## config.mk

```make
export PLATFORM = sky130hd
export DESIGN_NAME = hex_display_counter
export DESIGN_NICKNAME = d
export VERILOG_FILES = /design/src/rtl/hex_display_counter.sv
export SDC_FILE = /design/constraint.sdc
export NUM_CORES = 1
export LEC_CHECK = 0
export CAP_MARGIN = 20
export CORE_ASPECT_RATIO = 1.1
export CORE_MARGIN = 2
export CORE_UTILIZATION = 45
export CTS_CLUSTER_DIAMETER = 200
export CTS_CLUSTER_SIZE = 10
export DETAILED_ROUTE_END_ITERATION = 10
export GPL_TIMING_DRIVEN = 0
export PLACE_DENSITY = 0.69
export REMOVE_ABC_BUFFERS = 1
export SLEW_MARGIN = 25
export SYNTH_ARGS = -nofsm -noshare
export SYNTH_HDL_FRONTEND = slang
export SYNTH_SLANG_ARGS = --single-unit
export TNS_END_PERCENT = 100
```

## constraint.sdc

```tcl
create_clock -name CLOCK -period 3 [get_ports CLOCK]
set_input_delay 0.3 -clock CLOCK [delete_from_list [all_inputs] [get_ports CLOCK]]
set_output_delay 0.3 -clock CLOCK [all_outputs]
set_load 0.02 [all_outputs]
```

## src/rtl/hex_display_counter.sv

```systemverilog
// hex_display_counter: DIGITS-digit up/down counter with prescaler, parallel
// load, runtime hex/BCD mode, terminal-count pulse and registered active-low
// 7-segment decode (bit order gfedcba, bit0 = a).
// Optional build macro HEX_DISPLAY_BLANK_EN: leading-zero blanking of HEX.
module hex_display_counter #(
    parameter int DIGITS   = 4,
    parameter int PRESCALE = 1
) (
    input  logic                  CLOCK,
    input  logic                  reset,
    input  logic                  en,
    input  logic                  up_dn,
    input  logic                  mode_bcd,
    input  logic                  load,
    input  logic [4*DIGITS-1:0]   load_val,
    output logic [4*DIGITS-1:0]   count,
    output logic                  tc,
    output logic [7*DIGITS-1:0]   HEX
);

    localparam int CW = 4 * DIGITS;
    localparam int PW = (PRESCALE > 1) ? $clog2(PRESCALE) : 1;
    localparam logic [PW-1:0] PRESC_LAST = PW'(PRESCALE - 1);

    logic [PW-1:0]     r_presc;
    logic [CW-1:0]     r_count;
    logic              r_tc;
    logic              w_tick;
    logic [CW-1:0]     w_load_val;
    logic [CW-1:0]     w_bcd_next;
    logic              w_bcd_wrap;
    logic [CW-1:0]     w_hex_next;
    logic              w_hex_wrap;
    logic [DIGITS-1:0] w_blank;
    logic              w_carry;
    logic [3:0]        w_nib;

    assign w_tick = en && (r_presc == PRESC_LAST);
    assign count  = r_count;
    assign tc     = r_tc;

    // Active-low segment pattern for one hex nibble.
    function automatic logic [6:0] seg7(input logic [3:0] n);
        case (n)
            4'h0: seg7 = 7'h40;
            4'h1: seg7 = 7'h79;
            4'h2: seg7 = 7'h24;
            4'h3: seg7 = 7'h30;
            4'h4: seg7 = 7'h19;
            4'h5: seg7 = 7'h12;
            4'h6: seg7 = 7'h02;
            4'h7: seg7 = 7'h78;
            4'h8: seg7 = 7'h00;
            4'h9: seg7 = 7'h10;
            4'hA: seg7 = 7'h08;
            4'hB: seg7 = 7'h03;
            4'hC: seg7 = 7'h46;
            4'hD: seg7 = 7'h21;
            4'hE: seg7 = 7'h06;
            default: seg7 = 7'h0E;
        endcase
    endfunction

    // Load value, with non-decimal nibbles clamped to 9 in BCD mode.
    always_comb begin
        w_load_val = load_val;
        for (int i = 0; i < DIGITS; i++) begin
            if (mode_bcd && (load_val[4*i +: 4] > 4'd9)) begin
                w_load_val[4*i +: 4] = 4'd9;
            end
        end
    end

    // BCD ripple step; stray nibbles above 9 behave as 9 when the carry/borrow reaches them.
    always_comb begin
        w_bcd_next = r_count;
        w_carry    = 1'b1;
        w_nib      = 4'd0;
        for (int i = 0; i < DIGITS; i++) begin
            w_nib = (r_count[4*i +: 4] > 4'd9) ? 4'd9 : r_count[4*i +: 4];
            if (w_carry) begin
                if (up_dn) begin
                    if (w_nib == 4'd9) begin
                        w_bcd_next[4*i +: 4] = 4'd0;
                    end else begin
                        w_bcd_next[4*i +: 4] = w_nib + 4'd1;
                        w_carry = 1'b0;
                    end
                end else begin
                    if (w_nib == 4'd0) begin
                        w_bcd_next[4*i +: 4] = 4'd9;
                    end else begin
                        w_bcd_next[4*i +: 4] = w_nib - 4'd1;
                        w_carry = 1'b0;
                    end
                end
            end
        end
        w_bcd_wrap = w_carry;
    end

    // Binary step and wrap detection for hex mode.
    always_comb begin
        w_hex_next = up_dn ? (r_count + CW'(1)) : (r_count - CW'(1));
        w_hex_wrap = up_dn ? (r_count == {CW{1'b1}}) : (r_count == '0);
    end

`ifdef HEX_DISPLAY_BLANK_EN
    logic w_zero_above;
    // A digit blanks when it and every digit above it are zero; digit 0 never blanks.
    always_comb begin
        w_blank      = '0;
        w_zero_above = 1'b1;
        for (int i = DIGITS - 1; i > 0; i--) begin
            w_zero_above = w_zero_above && (r_count[4*i +: 4] == 4'd0);
            w_blank[i]   = w_zero_above;
        end
    end
`else
    assign w_blank = '0;
`endif

    // Prescaler: advances only while enabled, restarts on tick or load.
    always_ff @(posedge CLOCK or posedge reset) begin
        if (reset) begin
            r_presc <= '0;
        end else if (load) begin
            r_presc <= '0;
        end else if (en) begin
            r_presc <= w_tick ? '0 : (r_presc + PW'(1));
        end
    end

    // Count register: load has priority over a tick.
    always_ff @(posedge CLOCK or posedge reset) begin
        if (reset) begin
            r_count <= '0;
        end else if (load) begin
            r_count <= w_load_val;
        end else if (w_tick) begin
            r_count <= mode_bcd ? w_bcd_next : w_hex_next;
        end
    end

    // Terminal-count pulse for the cycle after a wrapping tick.
    always_ff @(posedge CLOCK or posedge reset) begin
        if (reset) begin
            r_tc <= 1'b0;
        end else begin
            r_tc <= !load && w_tick && (mode_bcd ? w_bcd_wrap : w_hex_wrap);
        end
    end

    generate
        for (genvar gi = 0; gi < DIGITS; gi++) begin : g_digit
            logic [6:0] r_seg;
            // Registered segment decode (with optional blanking) for this digit.
            always_ff @(posedge CLOCK or posedge reset) begin
                if (reset) begin
                    r_seg <= 7'h40;
                end else begin
                    r_seg <= w_blank[gi] ? 7'h7F : seg7(r_count[4*gi +: 4]);
                end
            end
            assign HEX[7*gi +: 7] = r_seg;
        end
    endgenerate

endmodule

```

==> metrics.txt <==
status=complete, no violations; Worst Setup End Kind=flop; Post-DRT Antenna Nets=0; row count=36; final count of hold timing violations=0; GR Util met3=2.39%; Max FO, Critical Path=15; core footprint=8870 µm²; 1st-iter DRT viols=376; Routed WL per cell=16.2 µm; first-pass GRT wire length=18000 µm; max cap viols=0; largest net degree at the start of global routing=37; syn_area_per_cell=8.15 µm²; CTS Buffer Depth=2; IO buf count=66; met2 Track Usage GR=35.6%; CTS tree=done; Setup CP Type=reg -> reg; share of layout cells above drive strength 1=8.60%; Starting Density=46.5%; reg-to-reg startpoint=count[2]$_DFFE_PP0P_; # setup viols final=0; Crit path required time=3.22 ns; wirelength, routed=10900 µm; post-synthesis cell area=4120 µm²; ys flop type=dfrtp_1; clk slew on worst S/H paths=0.11 ns; setup slack, reg-to-reg=0.20 ns; Ys Warns=0; Register-to-Register Path Depth=8; ys async rst share=100%; area grow syn2layout=20.6%; Die Area=9950 µm²; GR Layer Usage met1=31.5%; diode count=0; grt ovf=0; Slew @ Worst Pin=0.787 ns; unrepaired setup endpoints after global routing=false; Tmin final=2.80 ns; Die Ht=104 µm; Worst Hold Class=in -> async; GPL Wtd Cong=0.907; Clock Tree Root=clkbuf_8; total power draw=3.55 mW; crit share post-route=93.3%; Gate Count Post-Synth=506; Detailed Place HPWL=7650 µm; Pwr Density=714 nW/µm²; worst vdd ir=0.345 mV; f_max=357 MHz; H-tree levels=2; clk_skew=0.0150 ns; Seq/Total Area, Yosys=28.0%; flops & latches, synth=46; final instance area=4970 µm²; arrival time worst endpoint=3.02 ns; CP Launch Type=flop; Slew Limit Fails=0; FF-to-FF End=count[15]$_DFFE_PP0P_; CTS Sinks=46; Via density=6.03; number of remaining DRC errors=0; # IOs=67; Leak=2.02 nW; fin nets=615; chip width=95.3 µm; clk_lat worst skew=0.31 ns; initial antenna violation count=0; DR pass1 iterations=5; TritonCTS Buffers=5; Vias=4052; layer with the highest usage=met2; Tot GR Track Use=22.1%; vias in the first global route=3679; Post-CTS Hold Fix Bufs=0; DP Area=4790 µm²; relative max-transition margin=47.5%; Post-synth EDFFs=0; Netlist cell types=67
## worst max path at each step
stage                             to                  from  cells after the start
2_1_floorplan  count[15]$_DFFE_PP0P_                 up_dn                      9
3_3_place_gp   count[15]$_DFFE_PP0P_                 up_dn                     10
3_5_place_dp   count[15]$_DFFE_PP0P_                 up_dn                     10
4_1_cts        count[15]$_DFFE_PP0P_  count[1]$_DFFE_PP0P_                      9
5_1_grt        count[15]$_DFFE_PP0P_  count[2]$_DFFE_PP0P_                      8
6_report       count[15]$_DFFE_PP0P_  count[2]$_DFFE_PP0P_                      8
## cell usage in the layout, fill, tap and decap left out, types with 11 or more instances in the layout
| cell type | count |
|---|---|
| dfrtp_1 | 37 |
| a21oi_1 | 43 |
| clkdlybuf4s50_1 | 63 |
| o211ai_1 | 12 |
| inv_1 | 23 |
| nand2_1 | 39 |
| mux2i_1 | 11 |
| nor2_1 | 41 |
| ha_1 | 35 |
| o21ai_0 | 43 |
| nand3_1 | 12 |
## report_power, final
group,internal (mW),total (mW),switching (mW)
sequential,0.821,1.10,0.284
clock,0.167,0.408,0.241
combinational,0.934,2.04,1.10
total,1.92,3.55,1.63
## state kept, by name, summed over array words and instances (netlist names)
signal         count
r_presc            1
count             16
g_digit.r_seg     28
tc                 1
## routing by layer
layer,vias up,routed length [µm]
met5,-,0
met4,0,82
met3,6,556
met2,112,5200
met1,1938,5020
li1,1996,-
## critical path, stage by stage (launching register included)
cell and delay [ns]:
dfrtp_1 0.67, ha_1 0.39, o211ai_1 0.27, o2111ai_2 0.18, a21oi_2 0.25, mux2i_1 0.20
o211ai_1 0.16, a311o_1 0.38, a22oi_1 0.20
## what timing repair did
| action | 4_1_cts | 5_1_grt |
|---|---|---|
| buffers inserted | 4 | 5 |
| gates cloned | 1 | 0 |
| setup endpoints to repair | 10 | 10 |
| resized for setup | 4 | 7 |
## cell type report
type,instances,area [µm²]
multi-input cells,401,2730
fillers,812,3900
clock buffers,5,68.8
repair inverters,1,7.51
repair buffers,76,739
inverters,26,101
well taps,114,143
flip-flops and latches,46,1160
clock inverters,3,23.8
## cells in the mapped netlist, types with 5 or more instances
master / instances / share of area, %
o22ai_1: 10 / 1.5
buf_1: 7 / 0.64
nor2b_1: 7 / 1.1
xor2_1: 5 / 1.1
o21a_1: 5 / 0.91
a31oi_1: 10 / 1.5
nand4_1: 8 / 1.2
a211oi_1: 9 / 1.6
nor3_1: 9 / 1.1
o221ai_1: 5 / 1.1
clkbuf_1: 17 / 1.5
xnor2_1: 7 / 1.5
buf_2: 6 / 0.73
dfrtp_1: 42 / 25
mux2i_1: 11 / 2.7
inv_1: 25 / 2.3
o211ai_1: 12 / 2.2
o21ai_0: 44 / 5.3
nor2_1: 41 / 3.7
a32oi_1: 6 / 1.3
nand2b_1: 6 / 0.91
ha_1: 35 / 11
o31ai_1: 5 / 0.91
a21o_1: 6 / 1.1
nand3_1: 12 / 1.5
nand2_1: 39 / 3.5
a21oi_1: 43 / 5.2
## per-stage QoR
step	util, %	TNS [ns]	hold slack (ns)	cells	worst slack [ns]
finish	56.1	0	0.320	672	0.202
global route	56.1	0	0.366	672	0.00947
CTS	55.6	0	0.343	667	0.0971
global placement	53.9	-19.30	0.507	653	-1.77
detailed placement	54.0	-5.06	0.517	654	-0.807
floorplan	-	0	0.371	473	0.366
## cells by family after synthesis
group	synth area share [%]
AO/OA/AOI/OAI	30.9
AND/OR/NAND/NOR	16.5
adder cells (fa/ha/maj)	11.1
XOR/XNOR	2.55
multiplexers	5.13
flip-flops	28.0
buffers and inverters	5.86
Power figures use the tool's default switching activity.
==> RTL edit (same flow settings) <==
Change the parameter `DIGITS` from 4 to 2.
--- a/src/rtl/hex_display_counter.sv
+++ b/src/rtl/hex_display_counter.sv
@@ -3,7 +3,7 @@
 // 7-segment decode (bit order gfedcba, bit0 = a).
 // Optional build macro HEX_DISPLAY_BLANK_EN: leading-zero blanking of HEX.
 module hex_display_counter #(
-    parameter int DIGITS   = 4,
+    parameter int DIGITS   = 2,
     parameter int PRESCALE = 1
 ) (
     input  logic                  CLOCK,
Interface: changed (resized HEX, count and load_val); port bits go from 67 to 37. The function was not compared with the original's and may differ.
==> RTL edit against the original RTL <==
  * Fmax is 9.2% higher
  * Sequential cell count is 22 lower
  * Worst setup slack improved by 0.24 ns
  * Combinational power decreased by 65%
  * Global-route usage is 3.5 points lower
  * Synthesized area fell by 46%
  * Design area decreased by 48%
  * Sequential power shrank 54%
  * Die area shrank 45%
  * Wire length fell by 55%
  * First-iteration DRC count down 67%
  * Total power is 60% lower
  * Critical path type is now input pin to register
  * Largest power group unchanged
==> RTL edit: results <==
set metrics [dict create \
    clkTransAtPathRegs_ns 0.08 \
    yosys.area_share.adder 0.111 \
    ir_drop_mv 0.224 \
    synth_compound_area_frac 0.249 \
    post-cts-setup-buffers 0 \
    n_fill_cell 477 \
    slew_headroom 0.426 \
    ys_seq_area_frac 0.273 \
    fin_worst_skew_ns 0.00585 \
    cts_made_buffers 3 \
    firstDrtPassIters 4 \
    port_buffers 36 \
    reg2reg_slack_ns 0.46 \
    vias_per_cell 5.81 \
    slowest_delay_ns 0.61 \
    largest_reg_flops 14 \
    grt_pass1_wl_um 8390 \
    grt_util_met3 0.0117 \
    drt_wl_total_um 4910 \
    wl_met2_um 2390 \
    htreeDepth 1 \
    track_usage 0.185 \
    holdWs_ns 0.405 \
    synthTopCellsByCount "30 x nor2_1, 25 x nand2_1, 22 x dfrtp_1" \
    placed_area_um2 2520 \
    status "completed" \
]
[RTL edit: where the power goes]
group	switching [mW]	internal, mW	leakage, nW
registers	0.118	0.393	0.296
clock network	0.103	0.0901	0.0216
logic	0.370	0.350	0.758
total	0.591	0.834	1.08
[RTL edit: kinds of logic after synthesis]
kind of cell	Yosys count
AO/OA/AOI/OAI	78
XOR/XNOR	6
adder cells (fa/ha/maj)	19
buffers and inverters	32
flip-flops	24
multiplexers	11
AND/OR/NAND/NOR	92
[RTL edit: worst register-to-register path: stages, from the launching register on]
cell and delay, ns:
dfrtp_1 0.84, inv_1 0.26, ha_1 0.33, o21bai_4 0.21
nand3_4 0.11, a31oi_4 0.30, nor2_2 0.07, mux2_1 0.33
[RTL edit: cell type report]
class | instances | area (µm²) | area share
clock buffers | 3 | 41.3 | 0.0161
inverters | 11 | 41.3 | 0.0161
multi-input cells | 206 | 1450 | 0.564
flip-flops and latches | 24 | 604 | 0.235
well taps | 56 | 70.1 | 0.0273
repair buffers | 36 | 363 | 0.141
